<file path="src/rtl/fcu_pkg.sv">
// Shared definitions for the fire control unit: state encodings and
// the default timing parameters.
package fcu_pkg;

    typedef enum logic [1:0] {
        SEARCH   = 2'b00,
        TRACK    = 2'b01,
        FIRE     = 2'b10,
        COOLDOWN = 2'b11
    } fcu_state_e;

    localparam int DEF_LOCK_CYCLES     = 4;
    localparam int DEF_ACK_TIMEOUT     = 8;
    localparam int DEF_COOLDOWN_CYCLES = 3;

endpackage

</file>
<file path="src/rtl/fire_control_unit_lock_filter.sv">
// Consecutive-contact filter: counts uninterrupted radar_contact cycles and
// flags the cycle whose edge completes the required run.
module lock_filter #(
    parameter int LOCK_CYCLES = fcu_pkg::DEF_LOCK_CYCLES
) (
    input  logic clk,
    input  logic rst,
    input  logic clear,
    input  logic contact,
    output logic locked
);

    localparam int CNT_W = $clog2(LOCK_CYCLES + 1);

    logic [CNT_W-1:0] cnt;

    // NOTE: sequential state uses non-blocking assignments and an async reset
    // in the sensitivity list, so reset acts without waiting for a clock edge.
    always_ff @(posedge clk or posedge rst) begin
        if (rst) begin
            cnt <= '0;
        end else if (clear || !contact) begin
            cnt <= '0;
        end else if (cnt != CNT_W'(LOCK_CYCLES)) begin
            cnt <= cnt + 1'b1;
        end
    end

    // Combinational look-ahead so the FSM moves on the very edge the count completes.
    assign locked = contact && !clear && (cnt >= CNT_W'(LOCK_CYCLES - 1));

endmodule

</file>
<file path="src/rtl/fire_control_unit.sv">
// Fire control FSM: acquires lock, issues a held fire request on a pilot
// trigger edge, waits for launch acknowledge with timeout, then cools down.
module fire_control_unit
    import fcu_pkg::*;
#(
    parameter int LOCK_CYCLES     = DEF_LOCK_CYCLES,
    parameter int ACK_TIMEOUT     = DEF_ACK_TIMEOUT,
    parameter int COOLDOWN_CYCLES = DEF_COOLDOWN_CYCLES
) (
    input  logic       clk,
    input  logic       rst,
    input  logic       radar_contact,
    input  logic       pilot_trigger,
    input  logic       launch_missile,
    input  logic [3:0] remaining_missiles,
    output logic       target_locked,
    output logic       fire_command,
    output logic       fire_fault,
    output logic       winchester,
    output logic [1:0] FCU_state
);

    localparam int WAIT_W = $clog2(ACK_TIMEOUT + 1);
    localparam int COOL_W = $clog2(COOLDOWN_CYCLES + 1);

    fcu_state_e        state, state_next;
    logic              trig_q, trig_edge, lock_hit, timeout, have_missiles;
    logic [WAIT_W-1:0] wait_cnt;
    logic [COOL_W-1:0] cool_cnt;

    assign trig_edge     = pilot_trigger & ~trig_q;
    assign have_missiles = (remaining_missiles != 4'd0);

    lock_filter #(.LOCK_CYCLES(LOCK_CYCLES)) u_lock_filter (
        .clk     (clk),
        .rst     (rst),
        .clear   (state != SEARCH),
        .contact (radar_contact),
        .locked  (lock_hit)
    );

    // NOTE: every always_comb output gets a default first so no path infers a latch.
    always_comb begin
        state_next = state;
        timeout    = 1'b0;
        case (state)
            SEARCH: begin
                if (lock_hit) state_next = TRACK;
            end
            TRACK: begin
                if (!radar_contact)                  state_next = SEARCH;
                else if (trig_edge && have_missiles) state_next = FIRE;
            end
            FIRE: begin
                // Acknowledge wins over contact loss and timeout in the same cycle.
                if (launch_missile)      state_next = COOLDOWN;
                else if (!radar_contact) state_next = SEARCH;
                else if (wait_cnt == WAIT_W'(ACK_TIMEOUT - 1)) begin
                    state_next = TRACK;
                    timeout    = 1'b1;
                end
            end
            COOLDOWN: begin
                if (!radar_contact)                                state_next = SEARCH;
                else if (cool_cnt == COOL_W'(COOLDOWN_CYCLES - 1)) state_next = TRACK;
            end
            default: state_next = SEARCH;
        endcase
    end

    always_ff @(posedge clk or posedge rst) begin
        if (rst) begin
            state         <= SEARCH;
            trig_q        <= 1'b0;
            wait_cnt      <= '0;
            cool_cnt      <= '0;
            target_locked <= 1'b0;
            fire_command  <= 1'b0;
            fire_fault    <= 1'b0;
            winchester    <= 1'b0;
        end else begin
            state         <= state_next;
            trig_q        <= pilot_trigger;
            wait_cnt      <= (state == FIRE && state_next == FIRE) ? wait_cnt + 1'b1 : '0;
            cool_cnt      <= (state == COOLDOWN && state_next == COOLDOWN) ? cool_cnt + 1'b1 : '0;
            target_locked <= (state_next != SEARCH);
            fire_command  <= (state_next == FIRE);
            fire_fault    <= timeout;
            winchester    <= !have_missiles;
        end
    end

    assign FCU_state = state;

endmodule

</file>
<file path="config.mk">
export PLATFORM = sky130hd
export DESIGN_NAME = fire_control_unit
export DESIGN_NICKNAME = d
export VERILOG_FILES = /design/src/rtl/fcu_pkg.sv /design/src/rtl/fire_control_unit_lock_filter.sv /design/src/rtl/fire_control_unit.sv
export SDC_FILE = /design/constraint.sdc
export NUM_CORES = 1
export LEC_CHECK = 0
export ABC_AREA = 1
export BUFFER_PORTS_ARGS = -buffer_cell sky130_fd_sc_hd__buf_2
export CAP_MARGIN = 0
export CORE_ASPECT_RATIO = 0.9
export CORE_MARGIN = 1
export CORE_UTILIZATION = 47
export CTS_CLUSTER_DIAMETER = 200
export DETAILED_ROUTE_END_ITERATION = 8
export PLACE_DENSITY = 0.77
export SLEW_MARGIN = 20
export SYNTH_ARGS = -nofsm -noshare
export SYNTH_HDL_FRONTEND = slang
export SYNTH_SLANG_ARGS = --single-unit
export TNS_END_PERCENT = 50
</file>
<file path="constraint.sdc">
create_clock -name clk -period 1.25 [get_ports clk]
set_input_delay 0.125 -clock clk [delete_from_list [all_inputs] [get_ports clk]]
set_output_delay 0.125 -clock clk [all_outputs]
set_load 0.02 [all_outputs]
</file>
# Yosys cells after proc, flatten, opt, wreduce, memory -nomap -nowiden
# Index checks and enable logic that the tools add are counted.
[totals] register_bits=16 latch_bits=0 ram_bits=0 rom_bits=0 inputBits=9 elab_cells=54 mem_count=0
[op_classes] addsub=3 multipliers=0 div_mod_pow=0 n_lt_le_gt_ge=1 n_eq_ne=8 shifts=0 muxes=17 bitwise=2 reduce_logical=14
[op_table] cell="2-to-1 mux 2 bit" n=9
[op_table] cell="== test 2 bit, second input constant" n=5
[op_table] cell="case mux 2 bit (4 select lines)" n=1
[op_table] cell="2-to-1 mux 3 bit" n=2
[op_table] cell="nonzero test 2 bit" n=3
[op_table] cell="logical AND 1 bit" n=5
[op_table] cell="adder 4 x 1 -> 4 bit, second input constant" n=1
[op_table] cell="== test 4 x 3 -> 1 bit, second input constant" n=1
[op_table] cell="2-to-1 mux 1 bit" n=4
[op_table] cell="2-to-1 mux 4 bit" n=1
[op_table] cell="nonzero test 4 bit" n=1
[op_table] cell="adder 3 x 1 -> 3 bit, second input constant" n=1
[op_table] cell="greater-or-equal comparator 3 x 2 -> 1 bit, second input constant" n=1
[op_table] cell="logical NOT 1 bit" n=3
[op_table] cell="!= test 3 bit, second input constant" n=1
[op_table] cell="adder 2 x 1 -> 2 bit, second input constant" n=1
[op_table] cell="== test 2 x 1 -> 1 bit, second input constant" n=1
[op_table] cell="logical NOT 2 bit" n=1
[op_table] cell="AND 1 bit" n=1
[op_table] cell="logical OR 1 bit" n=1
[op_table] cell="NOT 1 bit" n=1

# Depth between registers and ports, before layout
[logic_depth] depth_word=9 depth_mapped=9

# Cells and area by module
# A second synthesis with hierarchy kept.
[unflattened] cells_unflattened=99 area_unflattened_um2=810.8
[by_module_without_submodules] mod="fire_control_unit" instances=1 cells_each=72 area_each_um2=604.3 seq_area_each_um2=325.3
[by_module_without_submodules] mod="lock_filter" instances=1 cells_each=27 area_each_um2=206.4 seq_area_each_um2=75.1

# Worst setup path after synthesis
# OpenSTA, ideal clock, no wires.
[synth_timing] path_type="reg2reg" start="register u_lock_filter.cnt[0]" end="register wait_cnt[0]" setup_time_ps=72 arrival_time_ps=1247 required_time_ps=1178 slack_ps=-69 stages_incl_launch_ff=10 cell_sequence="dfrtp_1 ha_1 ha_1 nor2_1 o21ai_0 nand2_2 inv_2 nor2_4 nand3_2 nor2_1"
[synth_between] elab_chain_cells=7
[synth_lines] element="start, declared" line="fire_control_unit_lock_filter.sv:15" rtl="logic [CNT_W-1:0] cnt;"
[synth_lines] element="start signal, assigned" line="fire_control_unit_lock_filter.sv:25" rtl="cnt <= cnt + 1'b1;"
[synth_lines] element="greater-or-equal comparator 3 x 2 -> 1 bit" line="fire_control_unit_lock_filter.sv:30" rtl="assign locked = contact && !clear && (cnt >= CNT_W'(LOCK_CYCLES - 1));"
[synth_lines] element="logical AND 1 bit" line="fire_control_unit_lock_filter.sv:30"
[synth_lines] element="2-to-1 mux 2 bit" line="fire_control_unit.sv:48" rtl="if (lock_hit) state_next = TRACK;"
[synth_lines] element="case mux 2 bit (4 select lines)" line="fire_control_unit.sv:46" rtl="case (state)"
[synth_lines] element="== test 2 bit" line="fire_control_unit.sv:84" rtl="wait_cnt <= (state == FIRE && state_next == FIRE) ? wait_cnt + 1'b1 : '0;"
[synth_lines] element="logical AND 1 bit" line="fire_control_unit.sv:84"
[synth_lines] element="2-to-1 mux 4 bit" line="fire_control_unit.sv:84"
[synth_lines] element="end signal, assigned" line="fire_control_unit.sv:84"
[synth_lines] element="end, declared" line="fire_control_unit.sv:28" rtl="logic [WAIT_W-1:0] wait_cnt;"
# Every way passes these cells.
# A chain may end at the register's enable or synchronous reset.

# Final worst setup path
# Ends and elaborated chain as after synthesis.

==> flow_metrics.tcl <==
set metrics [dict create \
    status "finished, violations left" \
    failed_checks "negative setup slack" \
    fin_crit_ns 1.388 \
    route.detailed.drc 0 \
    ir_drop_mv 0.9025 \
    gr-total-overflow 0 \
    crit_path_start_kind "register" \
    place_area_um2 907.1 \
    drt_pass1_iterations 4 \
    n_antenna_cell 0 \
    wl_mm 1.363 \
    place_ws_ns -0.1220 \
    yosysTopAreaCell "dfrtp_1" \
    grt_pass1_vias 545 \
    power_frac_seq_pct 46.2 \
    clock_skew_ns 0.001277 \
    cell_internal_pwr_w 0.0009465 \
    fp.dieArea_um2 1826 \
    synth_area_um2 779.5 \
    synth_cell_types 18 \
    synthArstFlopShare_pct 100.0 \
    cap_violations 0 \
    p_clk_share_pct 22.8 \
    synth_area_leaders "dfrtp_1 51%, inv_1 8.7%, ha_1 8.0%" \
    final_cells 135 \
    area_growth_pct 27.77 \
    cts_tree "built" \
    antenna_found_initial 0 \
    antenna_left 0 \
    max_slew_margin_pct 61.10 \
    port_buffers 14 \
    synth-seq-cells 16 \
    dpl.cell_count 128 \
    final_core_util_pct 66.56 \
    vias 637 \
    fp.dieH_um 40.64 \
    routedWlPerCell_um 10.10 \
    fin_crit_sh_pct 111.0 \
    grtUsageTotal_pct 18.13 \
    yosys_warnings 0 \
    drt-initial-drc-count 18 \
    dieWidth_um 44.93 \
    cts_buffers 3 \
    h-tree-depth 1 \
    min_path_type "in -> reg" \
    core_um2 1496 \
    tightestPinTransition_ns 0.5829 \
    swShare_pct 35.39 \
    clockBufferDepth 2 \
    rows 13 \
    grt_first_pass_wirelength_mm 2.201 \
    finalHoldViolations 0 \
    initial_core_util_pct 52.09 \
    synth_seq_area_share_pct 51.36 \
    fmax_mhz 720.5 \
    ios 15 \
    synth.top_cell.area_share_pct 51.36 \
    nets 128 \
    register_area_um2 401.6 \
    arrival_ns 1.61 \
    tns_ns -0.5723 \
    rsz0062_at_grt "true" \
    dp_hpwl_mm 1.018 \
    grt_max_degree 17 \
    mappedNetlistNets 103 \
    finalInstanceArea_um2 996.0 \
    syn_area_per_cell_um2 8.758 \
    slew_viol_final 0 \
    routed_via_density 4.719 \
    cts.clk_slew.worst_paths_ns 0.09 \
    gp_congestion 0.7830 \
    netlist_instances 89 \
    synth-edff-count 0 \
    fill_cells 128 \
    required_ns 1.47 \
    multi_input_area_um2 335.3 \
    cts_root_buf "clkbuf_4" \
    cp-end-kind "register" \
    cts_sinks 16 \
    synthFlopType "dfrtp_1" \
    p_leak_nw 0.5387 \
    pwr-share-comb_pct 30.9 \
    setup_viol 8 \
    drive_gt1_share_pct 35.40 \
    clock_latency_ns 0.28 \
    power_switching_w 0.0005184 \
    cp_max_fo 4 \
    finalWorstSetupSlack_ns -0.1379 \
    p_per_area_nw_per_um2 1471 \
    crit_type "reg -> reg" \
]
==> per-stage QoR <==
step           total power [W]  hold slack, ns
3_3_place_gp          0.001103          0.2113
4_1_cts               0.001476        0.006301
2_1_floorplan        0.0009978         0.03874
3_5_place_dp          0.001122          0.2194
5_1_grt               0.001571        0.003079
6_report              0.001465         0.01346
==> synth_stat cells, types with 2 or more instances <==
master	n
nor2_1	13
nand2_1	11
nand2_2	2
ha_1	5
inv_1	18
inv_2	2
nand4_1	2
a21oi_1	2
dfrtp_1	16
nand3_1	7
o21ai_0	4
==> timing repair <==
item	CTS	global route
hold buffers	2	0
pin swaps	1	4
endpoints found under the setup margin	6	10
gates cloned	0	0
hold endpoints to repair	17	0
buffers inserted	0	1
resized for setup	2	6
==> state kept, by name, indices dropped and copies added, names as in the netlist, 2 cells and up <==
register,cells
u_lock_filter.cnt,3
cool_cnt,2
FCU_state,2
wait_cnt,4
==> worst max-delay path, cell delays in order, from the launching register on <==
cell and delay, ns:
dfrtp_1 0.39, ha_2 0.18, ha_2 0.15, nor2_1 0.07
o21ai_1 0.08, nand2_2 0.06, inv_2 0.04, nor2_4 0.12
nand3_4 0.11, nor2_1 0.12
==> kinds of logic (layout without fill, tap and decap cells) <==
family	count (synthesis)	in the layout	synth area share, %
buffers and inverters	20	44	9.631
XOR/XNOR	2	2	2.248
AND/OR/NAND/NOR	40	40	24.88
AO/OA/AOI/OAI	6	6	3.852
flip-flops	16	16	51.36
adder cells (fa/ha/maj)	5	5	8.026
==> layer usage <==
metal  track usage, %  part of all wire (%)  vias to the layer above
li1                 -                     -                      325
met1            18.84                    41                      304
met2            34.06                    55                        6
met3            7.930                   3.5                        2
met4            4.545                  0.81                        0
met5                0                     0                        -
==> area by class of cell <==
cell class	count	area share, %
flip-flops and latches	16	40.33
multi-input cells	53	33.67
repair buffers	20	12.06
inverters	20	7.538
clock buffers	4	3.643
well taps	22	2.764
==> placed cells by master, fill, tap and decap left out, types with 2 or more instances in the layout <==
cell            n
buf_2          14
nand2_1        11
inv_2           3
nand4_1         2
nor2_1         10
nor2_2          4
ha_1            2
buf_4           4
clkbuf_4        3
dfrtp_1        15
dlygate4sd3_1   2
o21ai_0         3
nand3_1         6
ha_2            3
inv_1          17
nand2_2         2
==> worst paths after layout <==
kind                                       from            to  slack, ns  cells past startpoint
setup / recovery           u_lock_filter.cnt[0]   wait_cnt[0]      -0.14                      9
hold / removal                   launch_missile    fire_fault       0.01                      2
setup reg to reg           u_lock_filter.cnt[0]   wait_cnt[0]      -0.14                      9
hold reg to reg                     cool_cnt[0]   cool_cnt[0]       0.43                      1
max in group asynchronous                   rst  FCU_state[0]       0.41                      3
min in group asynchronous                   rst  fire_command       0.43                      3
==> power by group through the flow <==
stage                     clock network [W]  logic (W)  registers (W)
after detailed placement                  0   0.000438       0.000683
after global routing               0.000370   0.000518       0.000684
final                              0.000334   0.000453       0.000677
after floorplan                           0   0.000294       0.000704
after global placement                    0   0.000425       0.000678
after CTS                          0.000350   0.000452       0.000674
Note: power is estimated with default switching activity, not from simulation.
